`src/rtl/control_coordinator.sv`:
```
// control_coordinator -- dispatch stage behind the look-ahead buffer.
//
// A single hold register accepts one instruction at a time. The opcode is
// decoded and the instruction is issued, in order, to the weight-load,
// matrix-multiply or activation unit. Issue waits until no data hazard is
// left between the units. The buffer is back-pressured through instr_busy.
//
// Ports
//   clk, rst                     clock; asynchronous active-high reset
//   enable                       0 freezes the block: no capture, no dispatch
//   instr_in / instr_en          instruction from the buffer and its valid bit
//   instr_busy                   combinational: cannot accept this cycle
//   <unit>_instr / <unit>_en     registered instruction and one-cycle issue pulse
//   <unit>_busy                  busy status from each unit
//   synchronize                  one-cycle pulse when a SYNC completes
//   illegal_opcode               sticky flag set by an undefined opcode

package tpu_pkg;
    typedef struct packed {
        logic [7:0]  opcode;
        logic [31:0] calc_length;
        logic [15:0] acc_addr;
        logic [23:0] buffer_addr;
    } instr_type;

    localparam logic [7:0] OP_NOP  = 8'h00;
    localparam logic [7:0] OP_LW   = 8'h08;
    localparam logic [7:0] OP_MM   = 8'h20;
    localparam logic [7:0] OP_ACT  = 8'h80;
    localparam logic [7:0] OP_SYNC = 8'hFF;

    localparam instr_type INIT_INSTR = '0;
endpackage

module control_coordinator
    import tpu_pkg::*;
(
    input  logic      clk,
    input  logic      rst,
    input  logic      enable,
    input  instr_type instr_in,
    input  logic      instr_en,
    output logic      instr_busy,
    output instr_type weight_instr,
    output logic      weight_en,
    input  logic      weight_busy,
    output instr_type matmul_instr,
    output logic      matmul_en,
    input  logic      matmul_busy,
    output instr_type activation_instr,
    output logic      activation_en,
    input  logic      activation_busy,
    output logic      synchronize,
    output logic      illegal_opcode
);

    logic      hold_valid_q, hold_valid_d;
    instr_type hold_q, hold_d;
    logic      weight_en_q, weight_en_d;
    logic      matmul_en_q, matmul_en_d;
    logic      act_en_q, act_en_d;
    logic      sync_q, sync_d;
    logic      illegal_q, illegal_d;
    instr_type weight_instr_q, weight_instr_d;
    instr_type matmul_instr_q, matmul_instr_d;
    instr_type act_instr_q, act_instr_d;

    logic occ_w, occ_m, occ_a;
    logic ready, fire, capture;
    logic is_lw, is_mm, is_act, is_sync, is_ill;

    // A unit raises busy only the cycle after its issue pulse. The pulse
    // itself therefore marks the unit as occupied during that gap.
    assign occ_w = weight_busy     | weight_en_q;
    assign occ_m = matmul_busy     | matmul_en_q;
    assign occ_a = activation_busy | act_en_q;

    always_comb begin
        is_lw   = 1'b0;
        is_mm   = 1'b0;
        is_act  = 1'b0;
        is_sync = 1'b0;
        is_ill  = 1'b0;
        ready   = 1'b1;
        unique case (hold_q.opcode)
            OP_NOP:  ;
            OP_LW:   begin is_lw   = 1'b1; ready = ~occ_w;                   end
            OP_MM:   begin is_mm   = 1'b1; ready = ~occ_m & ~occ_w;          end
            OP_ACT:  begin is_act  = 1'b1; ready = ~occ_a & ~occ_m;          end
            OP_SYNC: begin is_sync = 1'b1; ready = ~occ_w & ~occ_m & ~occ_a; end
            default: is_ill = 1'b1;
        endcase
    end

    assign fire       = enable & hold_valid_q & ready;
    // The slot may be refilled in the same cycle that it fires.
    assign instr_busy = ~enable | (hold_valid_q & ~fire);
    assign capture    = instr_en & ~instr_busy;

    always_comb begin
        hold_valid_d   = hold_valid_q;
        hold_d         = hold_q;
        weight_instr_d = weight_instr_q;
        matmul_instr_d = matmul_instr_q;
        act_instr_d    = act_instr_q;

        if (fire) hold_valid_d = 1'b0;
        if (capture) begin
            hold_valid_d = 1'b1;
            hold_d       = instr_in;
        end

        weight_en_d = fire & is_lw;
        matmul_en_d = fire & is_mm;
        act_en_d    = fire & is_act;
        sync_d      = fire & is_sync;
        illegal_d   = illegal_q | (fire & is_ill);

        if (weight_en_d) weight_instr_d = hold_q;
        if (matmul_en_d) matmul_instr_d = hold_q;
        if (act_en_d)    act_instr_d    = hold_q;
    end

    always_ff @(posedge clk or posedge rst) begin
        if (rst) begin
            hold_valid_q   <= 1'b0;
            hold_q         <= INIT_INSTR;
            weight_en_q    <= 1'b0;
            matmul_en_q    <= 1'b0;
            act_en_q       <= 1'b0;
            sync_q         <= 1'b0;
            illegal_q      <= 1'b0;
            weight_instr_q <= INIT_INSTR;
            matmul_instr_q <= INIT_INSTR;
            act_instr_q    <= INIT_INSTR;
        end else begin
            hold_valid_q   <= hold_valid_d;
            hold_q         <= hold_d;
            weight_en_q    <= weight_en_d;
            matmul_en_q    <= matmul_en_d;
            act_en_q       <= act_en_d;
            sync_q         <= sync_d;
            illegal_q      <= illegal_d;
            weight_instr_q <= weight_instr_d;
            matmul_instr_q <= matmul_instr_d;
            act_instr_q    <= act_instr_d;
        end
    end

    assign weight_en        = weight_en_q;
    assign matmul_en        = matmul_en_q;
    assign activation_en    = act_en_q;
    assign synchronize      = sync_q;
    assign illegal_opcode   = illegal_q;
    assign weight_instr     = weight_instr_q;
    assign matmul_instr     = matmul_instr_q;
    assign activation_instr = act_instr_q;

endmodule

```
`config.mk`:
```
export PLATFORM = sky130hd
export DESIGN_NAME = control_coordinator
export DESIGN_NICKNAME = d
export VERILOG_FILES = /design/src/rtl/control_coordinator.sv
export SDC_FILE = /design/constraint.sdc
export NUM_CORES = 1
export LEC_CHECK = 0
export ABC_CLOCK_PERIOD_IN_PS = 16600
export BUFFER_PORTS_ARGS = -buffer_cell sky130_fd_sc_hd__buf_4
export CORE_MARGIN = 4
export CORE_UTILIZATION = 45
export DETAILED_ROUTE_END_ITERATION = 10
export PLACE_DENSITY = 0.72
export SYNTH_ARGS = -nofsm -noshare
export SYNTH_HDL_FRONTEND = slang
export SYNTH_SLANG_ARGS = --single-unit
```
`constraint.sdc`:
```
create_clock -name clk -period 16.6 [get_ports clk]
set_input_delay 1.66 -clock clk [delete_from_list [all_inputs] [get_ports clk]]
set_output_delay 1.66 -clock clk [all_outputs]
set_load 0.1 [all_outputs]
```
==> reports/results.ini <==
[run_status]
status=finished clean

[placed_design]
io_buffers=332
hpwl_mm=19.2
gp_congestion=0.819
placement.cell_area_mm2=0.0153

[critical_path]
crit_top_cell=buf_4
end_kind=output pin
critPathArrivalTime_ns=3.40
required_ns=14.94
cp_slowest_cell=or4_4
critPathMaxStageDelay_ns=0.54
crit_path_max_fanout=4
crit_type=primary input to output pin
crit_chain=buf_4, or4_4, or3_4, and3b_1, nand3_1, nand2_1, buf_4
cp-start-kind=primary input

[synthesis]
yosysUniqueCellTypes=35
synth.top_cell.area_share_pct=65.5
yosys.area.top_type=dfrtp_1
synth_area_per_cell_um2=17.1
synth_area_leaders=dfrtp_1 65%, mux2_2 17%, mux2_4 8.4%, mux2_1 3.4%, buf_8 0.84%
syn-cell-area_mm2=0.0125
yosys_warnings=0
yosysSeqAreaShare_pct=65.5
ys_seq_elements=326
synth_nets=816
syn_inst=729

[sta]
fmaxAchievable_mhz=198
drv_slew=0
setup_tns_ns=0
period_needed_ns=5.06
timing.slew.headroom_pct=29.7
fin_skew_ns=0.00815
fin_hold_ws_ns=0.477
grt_setup_unrepaired=false
hold_violations=0
setup-violations-final=0
worst_slew_pin_slew_ns=1.05
fin_crit_sh_pct=30.5

[layout]
seq_area_mm2=0.00816
syn_to_final_growth_pct=31.6
fill_cells=2053
multiInputGateArea_mm2=0.00408
final_net_count=1156
diodes=0
final_area_mm2=0.0164
drive_gt1_share_pct=60.8

[clocking]
cts_tree=done
hold_buffers=0
clk_latency_ns=0.49
post_cts_buffers=0
clk_pin_slew_ns=0.06
cts_buffers=36
cts_sinks=326
root_buffer=clkbuf_16
postCtsResizedCells=0
htree_levels=2
cts.path.max_buffers=3

[routing]
routed_wl_mm=29.2
drtPass1Iterations=4
wire_per_inst_um=20.0
viasPerCell=5.02
drc=0
via_count=7333
drt_iter0_markers=264
antenna_left=0

[floorplan]
io_pins=333
die_x_um=174
coreArea_mm2=0.0271
start_util_pct=46.0
die_h_um=174
core.rowCount=60
die-area_mm2=0.0304

[global_route]
grt_overflow=0
first_global_vias=8030
grt_max_degree=183
grt_antenna_before_repair=0
grt_usage_pct=19.0
grt_pass1_wl_mm=46.6

[power_and_ir_drop]
irDropWorstVdd_uv=102
cellLeakagePower_nw=8.59
power_density_mw_per_mm2=115

[run]
cap_violations=0

[hold_path]
hold_class=flip-flop to flip-flop

==> flip-flops by register name (all words and copies together), names as in the netlist <==
name,count
hold_valid_q,1
illegal_opcode,1
activation_instr,80
synchronize,1
weight_instr,80
activation_en,1
weight_en,1
matmul_instr,80
matmul_en,1
hold_q,80
==> cell usage in the layout (no fill, tap or decap), drive strengths merged <==
cell type	n
or4b	2
or3	3
a31o	1
nor2b	7
a2111o	1
dfrtp	326
buf	338
and2	14
and3b	1
mux2	296
or2	5
nor2	5
a2111oi	4
bufinv	1
nor4	2
inv	3
clkinv	7
a211o	1
nor3	1
o211ai	1
nand2b	4
nand4	3
clkbuf	49
nand3	3
xor2	1
or4	3
and3	1
nand2	6
==> through the flow <==
step	setup WS [ns]	std cells	utilization (%)	power, mW
finish	11.54	1461	60.5	1.89
global route	11.49	1461	60.5	1.96
CTS	11.55	1461	60.5	1.91
detailed placement	11.49	1403	56.4	1.15
global placement	11.53	1403	56.4	1.14
floorplan	5.91	729	-	1.07
==> critical path, delay by kind of cell <==
family,cells,cell delay [ns]
buffers and inverters,2,0.35
and+or+nand+nor,5,1.38
==> Yosys cell counts <==
cell type	instances
a2111oi_0	3
a2111o_1	1
or4_1	1
nor3_1	1
or4b_4	1
or4b_1	1
mux2_4	70
xor2_1	1
mux2_2	188
or2_1	1
clkbuf_1	21
mux2_1	38
o211ai_1	1
inv_1	2
and3_1	1
or3_1	2
nand3_1	3
a211o_1	1
a31o_1	1
nor4_1	2
nor2b_1	7
dfrtp_1	326
buf_6	2
nand2b_1	4
or3_4	1
nand2_1	6
or2_2	4
and3b_1	1
or4_4	2
buf_8	7
nand4_1	3
nor2_1	5
and2_1	14
buf_1	6
a2111oi_4	1
==> where the power goes <==
part | internal [mW] | switching, mW
Combinational | 0.0760 | 0.168
Clock | 0.456 | 0.303
Sequential | 0.843 | 0.0423
Total | 1.37 | 0.513
==> routing by layer <==
layer	vias up	track usage [%]	share of wire [%]
li1	3250	-	-
met1	3774	23.8	40
met2	255	31.8	49
met3	54	6.33	7.8
met4	0	5.51	2.7
met5	-	0	0
==> final timing paths <==
check | startpoint | to | slack, ns | cells after the start
max in group asynchronous | rst | matmul_instr[68] | 13.74 | 3
worst min-delay path | illegal_opcode | illegal_opcode | 0.48 | 1
worst max-delay path | matmul_busy | instr_busy | 11.54 | 7
min in group asynchronous | rst | matmul_instr[34] | 1.38 | 2
worst min register to register | illegal_opcode | illegal_opcode | 0.48 | 1
worst max register to register | hold_q[77] | weight_instr[0] | 12.79 | 6
==> layout make-up <==
type	instances	area share, %
Inverter	2	0.0916
Multi-Input combinational cell	365	24.9
Tap cell	372	2.84
Clock inverter	9	0.465
Timing Repair Buffer	338	15.5
Clock buffer	49	6.41
Sequential cell	326	49.7
==> cell families after synthesis <==
group           synth area share [%]
xor+xnor                      0.0703
simple gates                    2.99
flops                           65.5
compound gates                 0.723
mux                             28.9
buf+inv                         1.90
Power figures use the tool's default switching activity.
